`config.mk`:
```
export PLATFORM = sky130hd
export DESIGN_NAME = cpu_mem_arbiter
export DESIGN_NICKNAME = d
export VERILOG_FILES = /design/src/rtl/cpu_mem_arbiter.sv
export SDC_FILE = /design/constraint.sdc
export NUM_CORES = 1
export LEC_CHECK = 0
export CORE_AREA = 2 2 106 108
export DETAILED_ROUTE_END_ITERATION = 7
export DIE_AREA = 0 0 108 110
export GPL_ROUTABILITY_DRIVEN = 0
export GPL_TIMING_DRIVEN = 0
export SYNTH_ARGS = -nofsm -noshare
export SYNTH_HDL_FRONTEND = slang
export SYNTH_SLANG_ARGS = --single-unit
```
`constraint.sdc`:
```
create_clock -name clk -period 3.5 [get_ports clk]
set_clock_uncertainty 0.05 [all_clocks]
set_input_delay 0.525 -clock clk [delete_from_list [all_inputs] [get_ports clk]]
set_output_delay 0.525 -clock clk [all_outputs]
set_load 0.02 [all_outputs]
```
`src/rtl/cpu_mem_arbiter.sv`:
```
// Round-robin arbiter that shares one SRAM-like memory port between instruction fetch and data access.
// One transaction is outstanding at a time. A fetch killed by a pipeline flush is completed downstream but hidden from the core.
module cpu_mem_arbiter #(
  parameter int ADDR_W = 32,
  parameter int DATA_W = 32
) (
  input  logic              clk,
  input  logic              rst,
  input  logic              inst_req,
  input  logic [ADDR_W-1:0] inst_addr,
  output logic              inst_addr_ok,
  output logic              inst_data_ok,
  output logic [DATA_W-1:0] inst_rdata,
  input  logic              inst_flush,
  input  logic              data_req,
  input  logic              data_wr,
  input  logic [1:0]        data_size,
  input  logic [ADDR_W-1:0] data_addr,
  input  logic [DATA_W-1:0] data_wdata,
  output logic              data_addr_ok,
  output logic              data_data_ok,
  output logic [DATA_W-1:0] data_rdata,
  output logic              mem_req,
  output logic              mem_wr,
  output logic [1:0]        mem_size,
  output logic [ADDR_W-1:0] mem_addr,
  output logic [DATA_W-1:0] mem_wdata,
  input  logic              mem_addr_ok,
  input  logic              mem_data_ok,
  input  logic [DATA_W-1:0] mem_rdata,
  output logic              inst_on,
  output logic              data_on,
  output logic              protocol_err
);

  typedef enum logic [2:0] {IDLE, I_ADDR, I_WAIT, D_ADDR, D_WAIT} state_t;

  state_t state;
  logic   lastGrant;
  logic   discard;
  logic   instReqLive;
  logic   instBusy;
  logic   dataBusy;

  // A fetch raised in the same cycle as a flush is already stale.
  assign instReqLive = inst_req & ~inst_flush;
  assign instBusy    = (state == I_ADDR) || (state == I_WAIT);
  assign dataBusy    = (state == D_ADDR) || (state == D_WAIT);

  always_ff @(posedge clk) begin
    if (rst) begin
      state        <= IDLE;
      lastGrant    <= 1'b0;
      discard      <= 1'b0;
      protocol_err <= 1'b0;
    end else begin
      if (mem_data_ok && (state == IDLE || state == I_ADDR || state == D_ADDR))
        protocol_err <= 1'b1;
      case (state)
        IDLE: begin
          if (data_req && instReqLive)
            state <= lastGrant ? I_ADDR : D_ADDR;
          else if (data_req)
            state <= D_ADDR;
          else if (instReqLive)
            state <= I_ADDR;
        end
        I_ADDR: begin
          if (mem_addr_ok) begin
            state     <= I_WAIT;
            lastGrant <= 1'b0;
            discard   <= inst_flush;
          end else if (inst_flush) begin
            state <= IDLE;
          end
        end
        I_WAIT: begin
          if (mem_data_ok) begin
            state   <= IDLE;
            discard <= 1'b0;
          end else if (inst_flush) begin
            discard <= 1'b1;
          end
        end
        D_ADDR: begin
          if (mem_addr_ok) begin
            state     <= D_WAIT;
            lastGrant <= 1'b1;
          end
        end
        D_WAIT: begin
          if (mem_data_ok)
            state <= IDLE;
        end
        default: state <= IDLE;
      endcase
    end
  end

  always_comb begin
    mem_req      = 1'b0;
    mem_wr       = 1'b0;
    mem_size     = 2'd0;
    mem_addr     = '0;
    mem_wdata    = '0;
    inst_addr_ok = 1'b0;
    data_addr_ok = 1'b0;
    inst_data_ok = 1'b0;
    data_data_ok = 1'b0;
    inst_rdata   = '0;
    data_rdata   = '0;
    case (state)
      I_ADDR: begin
        mem_req      = 1'b1;
        mem_size     = 2'd2;
        mem_addr     = inst_addr;
        inst_addr_ok = mem_addr_ok;
      end
      I_WAIT: begin
        inst_data_ok = mem_data_ok & ~discard & ~inst_flush;
        if (inst_data_ok)
          inst_rdata = mem_rdata;
      end
      D_ADDR: begin
        mem_req      = 1'b1;
        mem_wr       = data_wr;
        mem_size     = data_size;
        mem_addr     = data_addr;
        mem_wdata    = data_wdata;
        data_addr_ok = mem_addr_ok;
      end
      D_WAIT: begin
        data_data_ok = mem_data_ok;
        if (mem_data_ok)
          data_rdata = mem_rdata;
      end
      default: ;
    endcase
    // Busy flags release in the data_ok cycle so the stalled stage advances with the data.
    inst_on = ~inst_flush & ~inst_data_ok & (inst_req | (instBusy & ~discard));
    data_on = ~data_data_ok & (data_req | dataBusy);
  end

endmodule

```
# Word level (Yosys, flattened, before mapping)
# Cells that the tools add are included.
# classes
eq_ne,10
n_mux,29
bitwise,13
reduce_logical,14
# op_table
cell,count
$mux W32,5
$pmux W32 S2,1
$mux W3,7
$pmux W3 S4,1
$mux W1,11
$and A1 B1 Y1,7
$eq A3 B2 Y1 const B,2
$ne A3 B3 Y1 const B,2
$reduce_and A3 Y1,2
$logic_or A1 B1 Y1,4
$ne A2 B2 Y1 const B,2
$ne A4 B3 Y1 const B,1
$not A1 Y1,4
$pmux W1 S2,2
$pmux W2 S2,1
$reduce_and A4 Y1,1
$reduce_bool A2 Y1,2
$reduce_or A2 Y1,2
$eq A3 B1 Y1 const B,1
$eq A3 B3 Y1 const B,1
$logic_not A3 Y1,1
$logic_and A1 B1 Y1,2
$mux W2,1
$ne A2 B1 Y1 const B,1
$or A1 B1 Y1,2
# word_totals
reg_bits,6
in_bits,138
output_inout_bits,139
elab_cells,70

# Depth between registers and ports, before layout
# depth
ltp_word,7
ltp_mapped,7
ltp_nobuf,6

# Worst setup path after synthesis
# Ideal clock, no wire load.
# synth_path
path_type,input to output
from,input port mem_data_ok
to,output port inst_rdata[22]
arrival_time_ns,1.341
setup_slack_ns,1.584
cell_stages,4
path_cell_list,nand2b_4 > nor4_4 > buf_6 > and2_1
# synth_via
elab_chain_cells,4
# synth_lines
item,line_no,rtl
start: declaration,29,"input logic mem_data_ok,"
$and A1 B1 Y1 (2 in a row),120,inst_data_ok = mem_data_ok & ~discard & ~inst_flush;
$mux W32,121,if (inst_data_ok)
$mux W32,112,case (state)
end: declaration,13,"output logic [DATA_W-1:0] inst_rdata,"
# No other way between the ends.

# Worst setup path after layout
# layout_path
from,input port mem_data_ok
to,output port inst_rdata[21]
# The elaborated chain is that of the path after synthesis.

==> out/results.tsv <==
stage	metric	value	unit
routing	initialDrtViolationCount	86	
cells_and_area	num-nets-final	661	
setup_path	path_class	input port to output port	
synth	synth_area_leader_cell	and2_1	
setup_path	required	2920	ps
synth	yosys_warnings	0	
floorplanning	die_w	108	um
sta	max_freq	0.3176	GHz
power_and_ir_drop	p_sw_share	38.93	%
routing	met3_wirelength	1134	um
global_route	first_global_vias	2689	
floorplanning	coreArea	10700	um2
cells_and_area	antennaDiodeCount	0	
setup_path	cp_slowest_stage_delay	620	ps
clocking	clk_pin_slew	30	ps
sta	grt_setup_unrepaired	false	
clocking	cts_setup_buffers	0	
global_route	grt_pass1_wl	13850	um
synth	synthArstFlopShare	0	%
clocking	ctsHoldBuffers	0	
synth	yosysSeqAreaShare	7.500	%
power_and_ir_drop	vdd_drop_max	0.0001056	V
clocking	cts_buffers	3	
synth	synth_cell_types	29	
power_and_ir_drop	total_power	762.1	uW
sta	relSlewSlack	70.11	%
worst_hold_path	hold_path_class	flip-flop to flip-flop	
power_and_ir_drop	leakagePower	0.001840	uW
cells_and_area	drive_above_1_share	3.647	%
sta	hold_viol	0	
synth	synth_edf_count	0	
power_and_ir_drop	p_per_area	166.4	nW/um2
place	place_area	4539	um2
routing	wl_per_cell	15.09	um
setup_path	crit_buf_inv	3	
floorplanning	die_h	110	um
floorplanning	ios	277	
floorplanning	dieArea	11880	um2
synth	synth_ff_type	dfxtp_1	
cells_and_area	syn_to_final_growth	186.0	%
setup_path	cp_slowest_cell	clkdlybuf4s50_1	
global_route	grt_max_degree	11	
clocking	clock_sinks	6	
clocking	clk_latency	220	ps
cells_and_area	stdcell_area	4581	um2
setup_path	cp_top_family	buffers and inverters	
setup_path	end_kind	output port	
status	status	completed	
clocking	cts_resized	0	
routing	drtPass1Iterations	4	
routing	wl_met2	5050	um
clocking	cts_buffer_depth	2	
run	cap_violations	0	
synth	synth.net_count	380	
floorplanning	rows	38	
routing	drc	0	
sta	fin_crit_sh	89.96	%
synth	synth_top_area_share	25.00	%
clocking	cts_tree	yes	
synth	syn_inst	242	
routing	vias	2735	
setup_path	path_cells	clkdlybuf4s50_1 > nand2b_4 > nor4_4 > buf_6 > and2_1 > clkdlybuf4s50_1	
setup_path	path_common_cell	clkdlybuf4s50_1	
synth	synth_area_leaders	and2_1 (25%), mux2i_1 (20%), and3_1 (14%)	
routing	wirelength	9974	um
power_and_ir_drop	power.switching	296.7	uW
clocking	clockRootBuffer	clkbuf_8	
sta	setup_tns	0	ps
global_route	grt_usage	14.92	%
synth	netlist_area	1602	um2
synth	yosysMostFrequentCell	and2_1	
global_route	antenna_found_initial	0	
power_and_ir_drop	p_seq_share	10.6	%
place	io_buffers	276	
routing	routed.top_layer	met4	
place	dpl.hpwl	8980	um
routing	vias_per_cell	4.138	
setup_path	critPathLaunchType	input port	
sta	finalCriticalPeriod	3149	ps
sta	tightest_slew	448.4	ps
setup_path	path_max_fanout	10	
floorplanning	start_util	14.97	%
power_and_ir_drop	intPower	465.5	uW
global_route	grt-ovfl-total	0	
clocking	htreeDepth	1	
sta	setup_viol	0	
setup_path	worstPathArrival	2570	ps
routing	antenna_left	0	
synth	synth-seq-cells	6	
sta	drv_slew	0	
power_and_ir_drop	pwr-share-comb	76.0	%
synth	synth.top_cells.by_count	and2_1 (64), nor2_1 (40), and3_1 (35)	
routing	met1_length	3739	um
power_and_ir_drop	clkPwrFrac	13.4	%
synth	syn_avg_cell_area	6.618	um2
cells by family after synthesis:
kind of cell	Yosys count	share of synthesized area (%)
buffers and inverters	30	10.00
AO/OA/AOI/OAI	19	7.500
AND/OR/NAND/NOR	154	54.45
multiplexers	32	20.00
flip-flops	6	7.500
XOR/XNOR	1	0.5470
layout by cell type, fill, tap and decap left out, drive strengths merged, types with 4 or more instances in the layout:
cell type and n:
a21oi 9, and2 64, and3 35, buf 12, clkbuf 14, clkdlybuf4s50 276
dfxtp 6, inv 7, mux2i 32, nand3 4, nor2 40
per-layer routing:
layer  global-route usage (%)  vias up
met5                        0        -
met4                    2.015        0
met3                    4.056        6
met2                    28.75      172
met1                    16.71     1188
li1                         -     1369
worst paths after layout:
check	startpoint	endpoint	slack (ps)	cells after the start
min reg2reg	lastGrant	lastGrant	420	2
max	mem_data_ok	inst_rdata[21]	350	6
max reg2reg	state[2]	lastGrant	2130	7
min	lastGrant	lastGrant	420	2
area by class of cell:
type | instances | area, um2
Buffer | 23 | 133.9
Clock buffer | 3 | 41.29
Fill cell | 1105 | 6117
Multi-Input combinational cell | 206 | 1321
Sequential cell | 6 | 120.1
Timing Repair Buffer | 276 | 2763
Tap cell | 140 | 175.2
Inverter | 7 | 26.28
state kept, by name, indices dropped and copies added (netlist names):
name,flops
discard,1
protocol_err,1
lastGrant,1
state,3
worst reg2reg max path, delay by kind of cell (launching register included):
family          cells  cell delay (ps)
flops               1              310
buf+inv             3              340
compound gates      1              130
simple gates        3              480
power groups by stage:
stage / Clock [uW] / Combinational [uW] / Sequential, uW
2_1_floorplan: 0 / 253 / 81.5
3_3_place_gp: 0 / 582 / 81.0
3_5_place_dp: 0 / 586 / 81.3
4_1_cts: 102 / 588 / 80.3
5_1_grt: 105 / 623 / 81.3
6_report: 102 / 580 / 80.5
through the flow:
stage	setup slack, ps	hold WS (ps)	utilization, %	cells
final	351.3	419.8	42.82	661
after global routing	206.0	459.0	42.82	661
after CTS	307.1	419.6	42.82	661
after detailed placement	317.0	415.0	42.43	658
after global placement	309.9	405.8	42.43	658
after floorplan	1584	380.5	-	242
(Power assumes the default switching activity.)
